File: src/rtl/sram_be_lsu_port_if.sv
// Core-side load/store handshake bundle for sram_be_lsu_port.
// The master is the core LSU; the slave is the port that turns requests into SRAM accesses.
interface sram_be_lsu_port_if #(
  parameter int BAW = 16
);
  logic           req_val;
  logic           req_rdy;
  logic           req_we;
  logic [1:0]     req_size;
  logic           req_sext;
  logic [BAW-1:0] req_addr;
  logic [31:0]    req_wdata;
  logic           rsp_val;
  logic           rsp_rdy;
  logic [31:0]    rsp_rdata;
  logic           rsp_err;

  modport master (
    output req_val, req_we, req_size, req_sext, req_addr, req_wdata, rsp_rdy,
    input  req_rdy, rsp_val, rsp_rdata, rsp_err
  );

  modport slave (
    input  req_val, req_we, req_size, req_sext, req_addr, req_wdata, rsp_rdy,
    output req_rdy, rsp_val, rsp_rdata, rsp_err
  );
endinterface

File: src/rtl/sram_be_lsu_port.sv
// Byte-addressed load/store front-end for a 32-bit byte-enable single-port SRAM.
// One request in flight, 1-cycle response latency, full response backpressure.
module sram_be_lsu_port #(
  parameter  int DEPTH = 10234,
  localparam int AW    = $clog2(DEPTH),
  localparam int BAW   = $clog2(DEPTH) + 2
) (
  input  logic                i_clk,
  input  logic                i_rst_n,
  sram_be_lsu_port_if.slave   lsu,
  output logic                o_sram_en,
  output logic                o_sram_we,
  output logic [3:0]          o_sram_wbe,
  output logic [AW-1:0]       o_sram_addr,
  output logic [31:0]         o_sram_di,
  input  logic [31:0]         i_sram_do
);

  typedef enum logic [1:0] {
    IDLE = 2'd0,
    LIVE = 2'd1,
    HELD = 2'd2
  } state_t;

  state_t        r_state;
  state_t        w_nextState;
  logic          r_we;
  logic [1:0]    r_size;
  logic          r_sext;
  logic [1:0]    r_off;
  logic          r_err;
  logic [31:0]   r_hold;

  logic          w_acc;
  logic          w_err;
  logic [AW-1:0] w_wordAddr;
  logic [1:0]    w_off;
  logic [7:0]    w_byte;
  logic [15:0]   w_half;
  logic [31:0]   w_rdsel;

  assign w_wordAddr = lsu.req_addr[BAW-1:2];
  assign w_off      = lsu.req_addr[1:0];

  // Extra top bit keeps the range check correct when DEPTH is a power of two.
  assign w_err = (lsu.req_size == 2'd3)
               | ((lsu.req_size == 2'd1) & w_off[0])
               | ((lsu.req_size == 2'd2) & (w_off != 2'd0))
               | ({1'b0, w_wordAddr} >= (AW+1)'(DEPTH));

  assign lsu.req_rdy = i_rst_n & (~lsu.rsp_val | lsu.rsp_rdy);
  assign w_acc       = lsu.req_val & lsu.req_rdy;

  always_comb begin
    o_sram_en   = w_acc & ~w_err;
    o_sram_we   = lsu.req_we;
    o_sram_addr = w_wordAddr;
    o_sram_di   = lsu.req_wdata;
    o_sram_wbe  = 4'b0000;
    case (lsu.req_size)
      2'd0:    o_sram_di = {4{lsu.req_wdata[7:0]}};
      2'd1:    o_sram_di = {2{lsu.req_wdata[15:0]}};
      default: o_sram_di = lsu.req_wdata;
    endcase
    if (lsu.req_we) begin
      case (lsu.req_size)
        2'd0:    o_sram_wbe = 4'b0001 << w_off;
        2'd1:    o_sram_wbe = 4'b0011 << w_off;
        default: o_sram_wbe = 4'b1111;
      endcase
    end
  end

  always_comb begin
    case (r_off)
      2'd0:    w_byte = i_sram_do[7:0];
      2'd1:    w_byte = i_sram_do[15:8];
      2'd2:    w_byte = i_sram_do[23:16];
      default: w_byte = i_sram_do[31:24];
    endcase
    w_half = r_off[1] ? i_sram_do[31:16] : i_sram_do[15:0];
    case (r_size)
      2'd0:    w_rdsel = {{24{r_sext & w_byte[7]}}, w_byte};
      2'd1:    w_rdsel = {{16{r_sext & w_half[15]}}, w_half};
      default: w_rdsel = i_sram_do;
    endcase
  end

  always_ff @(posedge i_clk or negedge i_rst_n) begin
    if (!i_rst_n) begin
      r_state <= IDLE;
      r_we    <= 1'b0;
      r_size  <= 2'd0;
      r_sext  <= 1'b0;
      r_off   <= 2'd0;
      r_err   <= 1'b0;
      r_hold  <= 32'd0;
    end else begin
      r_state <= w_nextState;
      if (w_acc) begin
        r_we   <= lsu.req_we;
        r_size <= lsu.req_size;
        r_sext <= lsu.req_sext;
        r_off  <= w_off;
        r_err  <= w_err;
      end
      // Snapshot the live read data; sram_do may change before the response retires.
      if (r_state == LIVE) begin
        r_hold <= lsu.rsp_rdata;
      end
    end
  end

  always_comb begin
    w_nextState   = r_state;
    lsu.rsp_val   = 1'b0;
    lsu.rsp_rdata = 32'd0;
    case (r_state)
      IDLE: begin
        if (w_acc) begin
          w_nextState = LIVE;
        end
      end
      LIVE, HELD: begin
        lsu.rsp_val = 1'b1;
        if (r_state == HELD) begin
          lsu.rsp_rdata = r_hold;
        end else if (!r_we && !r_err) begin
          lsu.rsp_rdata = w_rdsel;
        end
        if (!lsu.rsp_rdy) begin
          w_nextState = HELD;
        end else if (w_acc) begin
          w_nextState = LIVE;
        end else begin
          w_nextState = IDLE;
        end
      end
      default: w_nextState = IDLE;
    endcase
  end

  assign lsu.rsp_err = lsu.rsp_val & r_err;

endmodule

File: src/flat_wrapper.sv
// flat-port wrapper written by rule: the top's interface ports become plain ports
module sram_be_lsu_port_flat 
#(
  parameter  int DEPTH = 10234,
  localparam int AW    = $clog2(DEPTH),
  localparam int BAW   = $clog2(DEPTH) + 2
)
  (i_clk, i_rst_n, o_sram_en, o_sram_we, o_sram_wbe, o_sram_addr, o_sram_di, i_sram_do, lsu_req_val, lsu_req_we, lsu_req_size, lsu_req_sext, lsu_req_addr, lsu_req_wdata, lsu_rsp_rdy, lsu_req_rdy, lsu_rsp_val, lsu_rsp_rdata, lsu_rsp_err);
  sram_be_lsu_port_if #(.BAW(($clog2(DEPTH) + 2))) lsu_i ();
  input  logic i_clk;
  input  logic i_rst_n;
  output logic o_sram_en;
  output logic o_sram_we;
  output logic [3:0] o_sram_wbe;
  output logic [AW-1:0] o_sram_addr;
  output logic [31:0] o_sram_di;
  input  logic [31:0] i_sram_do;
  input wire logic [$bits(lsu_i.req_val)-1:0] lsu_req_val;
  input wire logic [$bits(lsu_i.req_we)-1:0] lsu_req_we;
  input wire logic [$bits(lsu_i.req_size)-1:0] lsu_req_size;
  input wire logic [$bits(lsu_i.req_sext)-1:0] lsu_req_sext;
  input wire logic [$bits(lsu_i.req_addr)-1:0] lsu_req_addr;
  input wire logic [$bits(lsu_i.req_wdata)-1:0] lsu_req_wdata;
  input wire logic [$bits(lsu_i.rsp_rdy)-1:0] lsu_rsp_rdy;
  output wire logic [$bits(lsu_i.req_rdy)-1:0] lsu_req_rdy;
  output wire logic [$bits(lsu_i.rsp_val)-1:0] lsu_rsp_val;
  output wire logic [$bits(lsu_i.rsp_rdata)-1:0] lsu_rsp_rdata;
  output wire logic [$bits(lsu_i.rsp_err)-1:0] lsu_rsp_err;
  assign lsu_i.req_val = lsu_req_val;
  assign lsu_i.req_we = lsu_req_we;
  assign lsu_i.req_size = lsu_req_size;
  assign lsu_i.req_sext = lsu_req_sext;
  assign lsu_i.req_addr = lsu_req_addr;
  assign lsu_i.req_wdata = lsu_req_wdata;
  assign lsu_i.rsp_rdy = lsu_rsp_rdy;
  assign lsu_req_rdy = lsu_i.req_rdy;
  assign lsu_rsp_val = lsu_i.rsp_val;
  assign lsu_rsp_rdata = lsu_i.rsp_rdata;
  assign lsu_rsp_err = lsu_i.rsp_err;
  sram_be_lsu_port #(.DEPTH(DEPTH)) u_core (.i_clk(i_clk), .i_rst_n(i_rst_n), .lsu(lsu_i), .o_sram_en(o_sram_en), .o_sram_we(o_sram_we), .o_sram_wbe(o_sram_wbe), .o_sram_addr(o_sram_addr), .o_sram_di(o_sram_di), .i_sram_do(i_sram_do));
endmodule
File: config.mk
export PLATFORM = sky130hd
export DESIGN_NAME = sram_be_lsu_port_flat
export DESIGN_NICKNAME = d
export VERILOG_FILES = /design/src/rtl/sram_be_lsu_port_if.sv /design/src/rtl/sram_be_lsu_port.sv /design/src/flat_wrapper.sv
export SDC_FILE = /design/constraint.sdc
export NUM_CORES = 1
export LEC_CHECK = 0
export BUFFER_PORTS_ARGS = -buffer_cell sky130_fd_sc_hd__buf_2
export CELL_PAD_IN_SITES_DETAIL_PLACEMENT = 1
export CELL_PAD_IN_SITES_GLOBAL_PLACEMENT = 2
export CORE_ASPECT_RATIO = 0.7
export CORE_MARGIN = 3
export CORE_UTILIZATION = 25
export CTS_CLUSTER_SIZE = 20
export DETAILED_ROUTE_END_ITERATION = 10
export PLACE_DENSITY_LB_ADDON = 0.1
export SYNTH_ARGS = -nofsm -noshare
export SYNTH_HDL_FRONTEND = slang
export SYNTH_SLANG_ARGS = --single-unit
File: constraint.sdc
create_clock -name i_clk -period 3.2 [get_ports i_clk]
set_input_delay 0.8 -clock i_clk [delete_from_list [all_inputs] [get_ports i_clk]]
set_output_delay 0.8 -clock i_clk [all_outputs]
set_load 0.03 [all_outputs]
* After elaboration in Yosys (flattened, before gate mapping) *
Cells that the tools add are included.

operators by class
  mux-type cells = 14
  bitwise gates (word level) = 14
  equal/unequal tests = 9
  $lt $le $gt $ge = 1
  shift-type cells = 2
  reductions and logical operators = 9

operators by type and width
  cell                    number
  $pmux W32 S2            2
  $mux W32                3
  $pmux W8 S3             1
  $mux W16                1
  $ge A14 B14 Y1 const B  1
  $and A1 B1 Y1           8
  $eq A2 B1 Y1 const B    4
  $eq A2 B2 Y1 const B    4
  $logic_not A2 Y1        4
  $pmux W4 S2             1
  $mux W2                 2
  $mux W4                 1
  $or A1 B1 Y1            4
  $pmux W2 S2             1
  $shl A1 B2 Y4 const A   1
  $shl A2 B2 Y4 const A   1
  $logic_not A1 Y1        2
  $mux W1                 2
  $ne A2 B1 Y1 const B    1
  $not A1 Y1              2
  $reduce_bool A2 Y1      1
  $reduce_or A2 Y1        1
  $logic_and A1 B1 Y1     1

word-level totals
  register bits = 41

* Depth between registers and ports, before layout *
  word-level depth = 10
  gate-level depth with buffers = 10

* Least setup slack after synthesis *
Ideal clock, no wire load.

  path kind = register to output
  start = register u_core.r_state[0]
  end = output lsu_rsp_rdata[10]
  cell stages (with the launch flop) = 6
  setup slack = 0.190 ns
  buffers on the path = 1
  arrival time = 2.210 ns
  data required time = 2.400 ns
  cells stage by stage = dfrtp_1 inv_1 ha_1 clkbuf_1 nand2_1 o31ai_1

between the ends
  cells in the longest elaborated chain, start to end = 3
  elaborated cells on any way between the ends = 5
  classes of those cells = 2 x eq/ne; 2 x mux; 1 x reduce/logical

RTL lines
  element                                              RTL line                                          text
  start, declared                                      sram_be_lsu_port.sv:25                            state_t r_state;
  start signal, assigned                               sram_be_lsu_port.sv:99                            r_state <= w_nextState;
  $eq A2 B2 Y1 / $eq A2 B1 Y1 (equally long branches)  sram_be_lsu_port.sv:118, sram_be_lsu_port.sv:126
  $mux W32 / $reduce_or A2 Y1 (equally long branches)  sram_be_lsu_port.sv:126, sram_be_lsu_port.sv:118
  $mux W32 *                                           sram_be_lsu_port.sv:118                           case (r_state)
  end, declared                                        flat_wrapper.sv:27                                output wire logic [$bits(lsu_i.rsp_rdata)-1:0] lsu_rsp_rdata;

Every way passes the cells marked *; elsewhere a longest branch is shown, timed or not.

* Final worst setup path *
  start = input i_sram_do[7]
  end = output lsu_rsp_rdata[13]

between the ends
  cells in the longest elaborated chain, start to end = 6

RTL lines
  element          RTL line                 text
  start, declared  flat_wrapper.sv:17       input logic [31:0] i_sram_do;
  $pmux W8 S3      sram_be_lsu_port.sv:75   case (r_off)
  $and A1 B1 Y1    sram_be_lsu_port.sv:83   2'd0: w_rdsel = {{24{r_sext & w_byte[7]}}, w_byte};
  $pmux W32 S2     sram_be_lsu_port.sv:82   case (r_size)
  $mux W32         sram_be_lsu_port.sv:128  end else if (!r_we && !r_err) begin
  $mux W32         sram_be_lsu_port.sv:126  if (r_state == HELD) begin
  $mux W32         sram_be_lsu_port.sv:118

No other way between the ends.

==> impl_metrics.toml <==
[status]
outcome = "finished clean"

[yosys]
yosys.cell_types.count = 46
avgSynthCellArea_sq_um = 9.20
ys_seq_elements = 41
yosys.area.top_type_share_pct = 30.5
synth-seq-area-share_pct = 30.5
syn-cell-area_sq_um = 3370
syn_inst = 366
ys_warn_count = 0
syn_nets = 458
synthTopCellsByArea = "dfrtp_1, a221o_1, mux2_2"
synth_area_leader_cell = "dfrtp_1"

[pwr]
power_density_nw_per_um2 = 583
ir_drop_mv = 0.232
cellLeakagePower_nw = 2.19

[final_layout]
fillers = 1550
final_common_cell = "buf_2"
multiInputGateArea_sq_um = 1980
final_nets = 609
area_delta_synth_final_pct = 34.2
regArea_sq_um = 1030
diodes = 0
layout_common_cells = "buf_2, dfrtp_1, a221o_1"
final_cell_count_no_fill = 697
layout-drive-gt1-share_pct = 46.0

[route]
wl_microns = 13000
vias_per_cell = 5.09
drtIter0Drc = 151
drtPass1Iterations = 4
antenna_left = 0
vias = 3549
wl_per_cell_microns = 18.7
drc = 0

[placement]
dp_cells = 689
gp_congestion = 0.743
place_hpwl_microns = 10100
portBuffers = 172

[global_routing]
grt_usage_pct = 17.1
grt_pass1_vias = 3553
antenna_found_initial = 0
grt_first_pass_wirelength_microns = 20100
overflow = 0
grt_max_degree = 42

[cts]
cts.path.max_buffers = 2
ctsHoldBuffers = 0
root_buffer = "clkbuf_16"
cts_tree = "done"
clock-sinks = 41
clkTransAtPathRegs_ns = 0.06
cts_buffers = 5
h-tree-depth = 2
insertion_delay_ns = 0.29

[die]
die_x_microns = 145
start_util_pct = 26.3
die_y_microns = 103
placementRows = 34
core-area_sq_um = 12800
die_area_sq_um = 14900
io_pins = 175

[timing]
slew_violations = 0
clock-skew-final_ns = 0.00620
fin_crit_ns = 3.08
tightest_slew_ns = 0.789
finalCritPeriodShare_pct = 96.3
hold_violations = 0
max_slew_margin_pct = 47.2
timing.setup.tns_ns = 0
fmax_mhz = 325
fin_hold_ws_ns = 0.484
setup_violations = 0

[worst_setup_path]
worstPathArrival_ns = 2.28
crit_chain = "buf_2, buf_4, mux2i_1, nor3_1, nor3_2, buf_4, o31ai_1, buf_4"
cp-start-kind = "input port"
cp_max_fo = 7
critPathKind = "in2out"
cp_common_cell = "buf_4"
cpLargestDelayFamily = "buffers and inverters"
cpPeakStageDelay_ns = 0.34
crit_required_ns = 2.40
crit_slowest_cell = "nor3_1"
critPathBufInv = 4
cp-end-kind = "primary output"

[flow_run]
cap_violations = 0

[worst_hold_path]
hold_class = "reg2reg"
## through the flow
step / utilization [%] / power (mW) / cell area, sq um / worst slack (ns)
4_1_cts: 35.1 / 2.65 / 4490 / 0.0201
2_1_floorplan: - / 1.64 / 3370 / 0.190
5_1_grt: 35.3 / 2.82 / 4520 / -0.00799
3_3_place_gp: 33.8 / 2.09 / 4320 / 0.0256
3_5_place_dp: 33.8 / 2.11 / 4320 / -0.0226
6_report: 35.3 / 2.64 / 4520 / 0.120
## repair_timing
action,in CTS,in global routing
buffers inserted,1,0
cloned,0,0
gates resized for setup,0,9
pin swaps,1,0
setup endpoints to repair,16,23
## worst reg2reg max path: cells and delay by family, from the launching register on
family / cells / cell delay, ns
simple gates: 2 / 0.39
compound gates: 2 / 0.91
flops: 1 / 0.40
buf+inv: 2 / 0.26
fa+ha+maj: 1 / 0.23
## power breakdown
group	switching, mW	total (mW)	internal (mW)
registers	0.0903	0.711	0.621
clock network	0.216	0.522	0.306
logic	0.871	1.40	0.531
## sequential cells by signal, summed over array words and instances, names as in the netlist
signal and flops:
u_core.r_off 2, u_core.r_state 2, u_core.r_we 1, u_core.r_size 2, u_core.r_hold 32, u_core.r_sext 1
u_core.r_err 1
## layout make-up
class	instances	share of cell area, %
Clock buffer	6	3.07
Clock inverter	1	0.166
Inverter	11	0.914
Multi-Input combinational cell	259	43.7
Sequential cell	41	22.7
Tap cell	180	4.99
Timing Repair Buffer	199	24.4
## path summary, 6_finish.rpt
path,startpoint,end,slack [ns],cells after the start
setup / recovery,i_sram_do[7],lsu_rsp_rdata[13],0.12,8
hold / removal,u_core.r_hold[0],u_core.r_hold[0],0.48,2
setup reg to reg,u_core.r_state[0],u_core.r_hold[26],0.96,7
hold reg to reg,u_core.r_hold[0],u_core.r_hold[0],0.48,2
max in group asynchronous,i_rst_n,u_core.r_off[1],2.12,2
min in group asynchronous,i_rst_n,u_core.r_state[0],0.67,2
## synth_stat cells (all sizes together)
| library cell | number |
|---|---|
| dfrtp | 41 |
| nor4 | 1 |
| and3 | 2 |
| mux2i | 18 |
| nor2 | 7 |
| nand4 | 2 |
| a221o | 32 |
| nand4b | 1 |
| a21oi | 3 |
| o21ai | 26 |
| clkbuf | 20 |
| a32o | 2 |
| nand2 | 28 |
| a211oi | 4 |
| nor2b | 4 |
| nor3b | 3 |
| and4 | 1 |
| o22a | 1 |
| a211o | 1 |
| o31ai | 10 |
| and3b | 2 |
| o21a | 5 |
| ha | 4 |
| nor3 | 6 |
| nand3 | 13 |
| a21o | 1 |
| mux2 | 23 |
| o211ai | 6 |
| o221ai | 1 |
| and2 | 11 |
| inv | 11 |
| nand3b | 7 |
| a21boi | 7 |
| a22oi | 20 |
| buf | 35 |
| nand2b | 5 |
| nor4b | 2 |
## layer usage
metal / global-route usage, % / vias up / routed length, microns
li1: - / 1661 / -
met1: 26.6 / 1777 / 6460
met2: 25.1 / 106 / 5780
met3: 3.48 / 5 / 727
met4: 1.65 / 0 / 31
met5: 0 / - / 0
## cell families after synthesis
logic type	Yosys count	synth area share (%)
adders and majority gates	4	1.49
AOI/OAI and AO/OA	119	28.4
DFF	41	30.5
muxes	41	13.2
and+or+nand+nor	95	15.7
buffers and inverters	66	10.8
Note: power is estimated with default switching activity, not from simulation.
